--- config.mk ---
export PLATFORM = sky130hd
export DESIGN_NAME = hex_scan_driver
export DESIGN_NICKNAME = d
export VERILOG_FILES = /design/src/rtl/hex_scan_driver.sv
export SDC_FILE = /design/constraint.sdc
export NUM_CORES = 1
export LEC_CHECK = 0
export CAP_MARGIN = 20
export CORE_ASPECT_RATIO = 2
export CORE_MARGIN = 3
export CORE_UTILIZATION = 46
export DETAILED_ROUTE_END_ITERATION = 8
export PLACE_DENSITY = 0.77
export SKIP_CTS_REPAIR_TIMING = 1
export SLEW_MARGIN = 20
export SYNTH_ARGS = -nofsm -noshare
export SYNTH_HDL_FRONTEND = slang
export SYNTH_SLANG_ARGS = --single-unit
--- constraint.sdc ---
create_clock -name sys_clk_in -period 2.65 [get_ports sys_clk_in]
set_input_delay 0.3975 -clock sys_clk_in [delete_from_list [all_inputs] [get_ports sys_clk_in]]
set_output_delay 0.3975 -clock sys_clk_in [all_outputs]
set_load 0.005 [all_outputs]
--- src/rtl/hex_scan_driver.sv ---
// hex_scan_driver: time-multiplexed driver for an eight-digit, common-anode
// seven-segment display. A prescaler divides sys_clk_in down to the per-digit
// scan rate. The first blank_cycles clocks of every digit slot are dark so
// the previous digit's segments never ghost onto the next anode. Inputs are
// captured into shadow registers once per frame so a frame never tears.
module hex_scan_driver #(
    parameter logic [27:0] clk_freq     = 28'd100_000000,
    parameter int          scan_freqHz  = 1000,
    parameter int          blank_cycles = 16
) (
    input  logic        sys_clk_in,
    input  logic        reset,
    input  logic [63:0] binary_in,
    input  logic [7:0]  dp,
    input  logic [7:0]  digit_en,
    output logic [7:0]  display_out,
    output logic [7:0]  seg_control,
    output logic        frame_start
);

    // Clocks per digit slot; callers guarantee slot_len >= blank_cycles + 2.
    localparam int slot_len = int'(clk_freq) / scan_freqHz;
    localparam int cw       = (slot_len > 1) ? $clog2(slot_len) : 1;

    localparam logic [cw-1:0] last_count = cw'(slot_len - 1);
    localparam logic [cw-1:0] blank_end  = cw'(blank_cycles);

    // Prescaler and digit scan state.
    logic [cw-1:0] count;
    logic [2:0]    index;
    logic          tick;
    logic          frame_load;

    // Set by reset so the first clock after release captures fresh inputs.
    logic          load_pending;
    logic          shadow_load;

    // Per-frame snapshot of the display inputs. Only the low eight nibbles
    // name digits; the upper half of binary_in has no digit to drive.
    logic [31:0]   shadow_bin;
    logic [7:0]    shadow_dp;
    logic [7:0]    shadow_en;

    // Values actually used for the slot being decoded this clock.
    logic [31:0]   cur_bin;
    logic [7:0]    cur_dp;
    logic [7:0]    cur_en;

    logic          in_blank;
    logic [3:0]    nibble;
    logic [6:0]    seg7;
    logic [7:0]    next_seg;
    logic [7:0]    next_disp;

    logic          unused_bits;
    assign unused_bits = ^binary_in[63:32];

    assign tick        = (count == last_count);
    assign frame_load  = tick && (index == 3'd7);
    assign shadow_load = load_pending || frame_load;
    assign in_blank    = (count < blank_end);

    // On the post-reset load clock the shadows still hold zero, so decode
    // straight from the inputs that are being captured on that same edge.
    assign cur_bin = load_pending ? binary_in[31:0] : shadow_bin;
    assign cur_dp  = load_pending ? dp              : shadow_dp;
    assign cur_en  = load_pending ? digit_en        : shadow_en;

    // Prescaler: counts 0..slot_len-1 and wraps, tick marks the last count.
    always_ff @(posedge sys_clk_in or negedge reset) begin
        if (!reset) begin
            count <= '0;
        end else if (tick) begin
            count <= '0;
        end else begin
            count <= count + 1'b1;
        end
    end

    // Digit index advances once per slot and wraps 7 -> 0 by overflow.
    always_ff @(posedge sys_clk_in or negedge reset) begin
        if (!reset) begin
            index <= 3'd0;
        end else if (tick) begin
            index <= index + 3'd1;
        end
    end

    // Remembers that the next clock is the first one after reset release.
    always_ff @(posedge sys_clk_in or negedge reset) begin
        if (!reset) begin
            load_pending <= 1'b1;
        end else begin
            load_pending <= 1'b0;
        end
    end

    // Shadow capture: after reset and at the end of every frame only.
    always_ff @(posedge sys_clk_in or negedge reset) begin
        if (!reset) begin
            shadow_bin <= '0;
            shadow_dp  <= '0;
            shadow_en  <= '0;
        end else if (shadow_load) begin
            shadow_bin <= binary_in[31:0];
            shadow_dp  <= dp;
            shadow_en  <= digit_en;
        end
    end

    // Hex to active-low {g,f,e,d,c,b,a} decode of the current digit nibble.
    always_comb begin
        seg7   = 7'h7F;
        nibble = cur_bin[{index, 2'b00} +: 4];
        case (nibble)
            4'h0:    seg7 = 7'h40;
            4'h1:    seg7 = 7'h79;
            4'h2:    seg7 = 7'h24;
            4'h3:    seg7 = 7'h30;
            4'h4:    seg7 = 7'h19;
            4'h5:    seg7 = 7'h12;
            4'h6:    seg7 = 7'h02;
            4'h7:    seg7 = 7'h78;
            4'h8:    seg7 = 7'h00;
            4'h9:    seg7 = 7'h10;
            4'hA:    seg7 = 7'h08;
            4'hB:    seg7 = 7'h03;
            4'hC:    seg7 = 7'h46;
            4'hD:    seg7 = 7'h21;
            4'hE:    seg7 = 7'h06;
            4'hF:    seg7 = 7'h0E;
            default: seg7 = 7'h7F;
        endcase
    end

    // Output selection: dark while blanking or for a disabled digit,
    // otherwise a single low anode bit and the decoded segments plus dp.
    always_comb begin
        next_seg  = 8'hFF;
        next_disp = 8'hFF;
        if (!in_blank && cur_en[index]) begin
            next_seg  = ~(8'b0000_0001 << index);
            next_disp = {cur_dp[index], seg7};
        end
    end

    // Registered outputs, one clock behind the prescaler/index state.
    always_ff @(posedge sys_clk_in or negedge reset) begin
        if (!reset) begin
            seg_control <= 8'hFF;
            display_out <= 8'hFF;
        end else begin
            seg_control <= next_seg;
            display_out <= next_disp;
        end
    end

    // Frame pulse: high for the one clock in which the index has just
    // wrapped from 7 back to 0.
    always_ff @(posedge sys_clk_in or negedge reset) begin
        if (!reset) begin
            frame_start <= 1'b0;
        end else begin
            frame_start <= frame_load;
        end
    end

endmodule

==> results of run 1 <==
layer usage:
metal  part of all wire  vias up  routed length [um]
met3              0.030       17                 271
met5                  0        -                   0
met1               0.37     1447                3334
met2               0.57       61                5190
met4              0.032        0                 293
li1                   -     1314                   -
state kept, by name (all words and copies together), names as in the netlist:
signal / flops
count: 17
display_out: 8
frame_start: 1
index: 3
load_pending: 1
seg_control: 8
shadow_bin: 32
shadow_dp: 8
shadow_en: 8
worst max path at each step:
| stage | from | end | depth (start not counted) |
|---|---|---|---|
| 3_5_place_dp | load_pending$_DFF_PN1_ | display_out[5]$_DFF_PN1_ | 8 |
| 6_report | load_pending$_DFF_PN1_ | display_out[3]$_DFF_PN1_ | 8 |
| 5_1_grt | load_pending$_DFF_PN1_ | display_out[5]$_DFF_PN1_ | 8 |
| 4_1_cts | load_pending$_DFF_PN1_ | display_out[5]$_DFF_PN1_ | 8 |
| 2_1_floorplan | load_pending$_DFF_PN1_ | display_out[3]$_DFF_PN1_ | 11 |
| 3_3_place_gp | load_pending$_DFF_PN1_ | display_out[5]$_DFF_PN1_ | 8 |
power by group through the flow:
| stage | Clock (mW) | Sequential [mW] | Combinational [mW] |
|---|---|---|---|
| after floorplan | 0 | 1.48 | 0.278 |
| after global placement | 0 | 1.48 | 0.470 |
| after detailed placement | 0 | 1.49 | 0.484 |
| after CTS | 1.41 | 1.47 | 0.487 |
| after global routing | 1.47 | 1.48 | 0.526 |
| final | 1.38 | 1.47 | 0.485 |
layout by cell type (no fill, tap or decap), drive strengths merged, types with 2 or more instances in the layout:
master / instances
dfrtp: 69
clkdlybuf4s50: 65
mux2: 49
nand2: 28
mux4: 25
buf: 18
dfstp: 17
ha: 13
nor2: 13
clkbuf: 11
nand3: 10
mux2i: 9
xor2: 7
o21ai: 7
inv: 6
xnor2: 6
nor3: 5
o211ai: 4
and3: 4
nor2b: 3
a22oi: 3
a21oi: 3
nand2b: 3
and2: 3
nor4: 3
clkinv: 3
o221ai: 2
and4: 2
nand4: 2
bufinv: 2
worst max-delay path, delay by kind of cell (launching register included):
family | cells | cell delay [ns]
simple gates | 2 | 0.29
mux | 3 | 0.94
buf+inv | 1 | 0.08
fa+ha+maj | 1 | 0.22
compound gates | 1 | 0.19
flops | 1 | 0.70
cell type report:
cell class,instances,area share
Clock buffer,11,0.04521
Timing Repair Buffer,83,0.1457
Sequential cell,86,0.3894
Multi-Input combinational cell,209,0.3771
Antenna cell,1,0.0004476
Tap cell,102,0.02283
Clock inverter,5,0.01455
Inverter,7,0.004700
cell families (layout without fill, tap and decap cells):
group | after synthesis | in the layout | share of synthesized area
DFF | 86 | 86 | 0.4949
muxes | 83 | 83 | 0.2915
other | 1 | 2 | 0.0008539
and+or+nand+nor | 79 | 79 | 0.09174
xor gates and xnor gates | 13 | 13 | 0.02593
AOI/OAI and AO/OA | 20 | 20 | 0.02877
buffers and inverters | 22 | 106 | 0.02934
adders and majority gates | 13 | 13 | 0.03704
per-stage QoR:
| step | hold slack [ns] | util | instance area (um^2) |
|---|---|---|---|
| 3_5_place_dp | 0.4309 | 0.5717 | 5223 |
| 6_report | 0.04538 | 0.6120 | 5590 |
| 4_1_cts | 0.06447 | 0.6083 | 5557 |
| 5_1_grt | 0.08877 | 0.6117 | 5588 |
| 3_3_place_gp | 0.4196 | 0.5717 | 5223 |
| 2_1_floorplan | 0.1019 | - | 4408 |
==> flow_summary.ini, run 1 <==
[status]
outcome = complete, no violations

[logic_synthesis]
synth_nets = 412
synth_area_um2 = 4392
yosys-top-cells-count = dfrtp_1, mux2_2, nand2_1
synth-edff-count = 0
synth_area_leaders = dfrtp_1, mux4_2, dfstp_2
yosysWarnings = 0
netlist_instances = 317
ys_seq_area_frac = 0.4949
synth_seq_cells = 86
synth_area_leader_cell = dfrtp_1
syn_avg_cell_area_um2 = 13.85
async_flop_share = 1.000
synth.most_common_cell = dfrtp_1
synth_top_area_share = 0.3932
synth_ff_type = dfrtp_1
synth_cell_types = 42

[sta]
tightestPinTransition_ns = 0.5702
layout_setup_ws_ns = 0.1571
final.setup_skew_ns = 0.009095
setup_viol = 0
hold_viol = 0
fin_crit_sh = 0.9407
fin_crit_ns = 2.493
rsz0062_at_grt = no
final.setup.tns_ns = 0
relSlewSlack = 0.6199
final_max_slew_viol_count = 0
max_freq_mhz = 401.1

[pwr]
p_per_area_nw_per_um2 = 595.7
p_int_mw = 2.607
finalPower_mw = 3.330
power.switching_uw = 723.4
power.share.switching = 0.2172
comb_power_share = 0.146
leakagePower_nw = 2.379
power_frac_clock = 0.413
ir_worst_vdd_v = 0.0004360
power_frac_seq = 0.441

[clock_network]
cts_root_buf = clkbuf_16
h-tree-depth = 3
clock_sinks = 86
clkTransAtPathRegs_ns = 0.06
tritoncts = built
clock_path_buffers = 2
numCtsBuffers = 9
clkLatencyLatePin_ns = 0.34

[floorplan]
die_area_um2 = 10830
num_rows = 49
die_h_um = 144.2
start_util = 0.4808
io_pins = 99
die_w_um = 75.09
core_area_um2 = 9135

[flow_run]
cap_violations = 0

[critical_path]
crit_required_ns = 2.91
cp_cell_sequence = mux4_2, a22oi_1, and3_4, inv_1, ha_1, mux2_2, mux2i_1, nand2_1
start_kind = register
endpoint_kind = register
reg2regPathDepth = 8
arrival_ns = 2.75
worstReg2RegEnd = display_out[3]$_DFF_PN1_
crit_fanout = 9
cp_slowest_cell = dfstp_4
rr_startpoint = load_pending$_DFF_PN1_
critPathMaxStageDelay_ns = 0.70
r2r_setup_slack_ns = 0.16
worst-setup-path-type = reg2reg

[global_route]
antenna_found_initial = 0
use_met3 = 0.04802
use_met2 = 0.3303
grt_pass1_vias = 3082
grt_pass1_wl_mm = 15.10
grt_usage = 0.1895
grt_use_met1 = 0.2081
grt_overflow_total = 0
grt_max_degree = 49
top_usage_layer = met2

[cells_and_area]
drive_above_1_share = 0.3317
multi_input_area_um2 = 2108
finalNetCount = 491
finalNonFillerCells = 504
nFillCells = 692
seqCellArea_um2 = 2177
area_delta_synth_final_pct = 27.29

[place]
dp_slack_ns = -0.01304
dp_hpwl_mm = 6.713
portBuffers = 66
place_inst = 485
globalplace.congestion = 0.7912

[route]
drcViolationCount = 0
first_pass_iters = 4
viasPerCell = 5.633
ant_nets = 0
post_drt_wl_per_cell_um = 18.03
vias = 2839
dr.first_iter.drc_count = 177
drt-total-wl_mm = 9.089

[hold_path]
worst_hold_path_type = in2async
Power figures use the tool's default switching activity.
==> run 2: changes to the inputs <==
Settings changed: RECOVER_POWER set to 25.
==> run 2 against run 1 <==
Effect of this change:
- sequential cell count did not move
- global-route usage did not move
- setup slack improved by 0.0013 ns
- critical path depth did not move
- combinational power barely moved
- clock power barely moved
- via count fell by 0.28%
- final cell count did not move
- first-iteration DRC count fell by 19%
- critical endpoint unchanged
- largest cell class unchanged
==> flow_summary.ini, run 2 (synthesis gave the netlist of run 1 again) <==
[sta]
tightestPinTransition_ns = 1.079
max_freq_mhz = 401.3
relSlewSlack = 0.2803
final.setup.tns_ns = 0
final_max_slew_viol_count = 0
fin_crit_ns = 2.492
hold_viol = 0
whs_ns = 0.2453
fin_crit_sh = 0.9402
final.setup_skew_ns = 0.008729
setup_viol = 0
rsz0062_at_grt = no

[pwr]
leakagePower_nw = 2.373
power.share.switching = 0.2173
p_int_mw = 2.604
power.switching_uw = 722.9
ir_worst_vdd_v = 0.0004356
power_frac_clock = 0.414
comb_power_share = 0.145
power_frac_seq = 0.442
p_per_area_nw_per_um2 = 596.9

[cells_and_area]
top_regs = shadow_bin: 32 flops, count: 17 flops
final_core_util = 0.6101
final_common_cell = dfrtp_1
largest_reg_flops = 32
drive_above_1_share = 0.3317
top_register = shadow_bin
nFillCells = 693
final_cell_mix = dfrtp_1, clkdlybuf4s50_1, mux2_2
area_delta_synth_final_pct = 26.89
finalNetCount = 491
finalNonFillerCells = 504
fin_area_um2 = 5573

[critical_path]
crit_start = load_pending$_DFF_PN1_
crit_required_ns = 2.91
start_kind = register
cp_slowest_cell = dfstp_4
r2r_setup_slack_ns = 0.16
reg2regPathDepth = 8
crit_buf_inv = 1
rr_startpoint = load_pending$_DFF_PN1_
cp_cell_sequence = mux4_2, a22oi_1, and3_4, inv_1, ha_1, mux2_2, mux2i_1, nand2_1
crit_family = multiplexers
worstReg2RegEnd = display_out[3]$_DFF_PN1_
endpoint_kind = register
arrival_ns = 2.75
worst-setup-path-type = reg2reg
crit_fanout = 9
critPathMaxStageDelay_ns = 0.70

[clock_network]
clock_sinks = 86
cts_root_buf = clkbuf_16
numCtsBuffers = 9
h-tree-depth = 3
clock_path_buffers = 2
clkLatencyLatePin_ns = 0.34
clkTransAtPathRegs_ns = 0.06
tritoncts = built

[route]
dr.first_iter.drc_count = 144
viasPerCell = 5.617
vias = 2831
ant_nets = 0
first_pass_iters = 4
post_drt_wl_per_cell_um = 18.02
drcViolationCount = 0
drt-total-wl_mm = 9.083

[floorplan]
die_w_um = 75.09
start_util = 0.4808
core_area_um2 = 9135
io_pins = 99
die_h_um = 144.2
num_rows = 49
die_area_um2 = 10830

[place]
globalplace.congestion = 0.7912
place_inst = 485
place_area_um2 = 5223
dp_hpwl_mm = 6.713
portBuffers = 66

[flow_run]
cap_violations = 0

[global_route]
grt_pass1_vias = 3082
grt_pass1_wl_mm = 15.10
grt_usage = 0.1895
antenna_found_initial = 0
grt_max_degree = 49
grt_overflow_total = 0

[status]
outcome = complete, no violations

[hold_path]
worst_hold_path_type = in2async
==> run 2: changes by cell type in the layout (fill, tap and decap cells not counted) <==
cell | previous run | this run
buf_4 | 15 | 14
buf_12 | 2 | 1
clkbuf_2 | 0 | 2
==> run 2: metal layers <==
layer  routed length (um)  track usage  up-vias
li1                     -            -     1312
met1                 3315       0.2081     1435
met2                 5187       0.3303       67
met3                  285      0.04802       17
met4                  295      0.09099        0
met5                    0            0        -
==> run 2: power groups by stage <==
stage | clock (mW) | combinational, mW | sequential, mW
after detailed placement | 0 | 0.484 | 1.49
after CTS | 1.41 | 0.487 | 1.47
after floorplan | 0 | 0.278 | 1.48
final | 1.38 | 0.482 | 1.47
after global routing | 1.47 | 0.522 | 1.48
after global placement | 0 | 0.470 | 1.48
==> run 2: layout make-up <==
class	count	area [um^2]	area share
diodes	1	2.502	0.0004490
clock buffers	11	252.7	0.04535
clock inverters	5	81.33	0.01459
inverters	7	26.28	0.004715
multi-input cells	209	2108	0.3783
flip-flops and latches	86	2177	0.3907
well taps	102	127.6	0.02290
repair buffers	83	797.0	0.1430
==> run 2: worst max-delay path by stage <==
stage                                to  slack (ns)  cells past startpoint
2_1_floorplan  display_out[3]$_DFF_PN1_       0.009                     11
3_3_place_gp   display_out[5]$_DFF_PN1_      -0.002                      8
3_5_place_dp   display_out[5]$_DFF_PN1_       -0.01                      8
4_1_cts        display_out[5]$_DFF_PN1_       -0.02                      8
5_1_grt        display_out[5]$_DFF_PN1_        0.03                      8
6_report       display_out[3]$_DFF_PN1_        0.16                      8
==> run 2: through the flow <==
stage               power [mW]  worst slack, ns
floorplan                1.754         0.009331
global placement         1.952        -0.001735
detailed placement       1.975         -0.01304
CTS                      3.361         -0.01745
global route             3.469          0.02927
finish                   3.327           0.1584
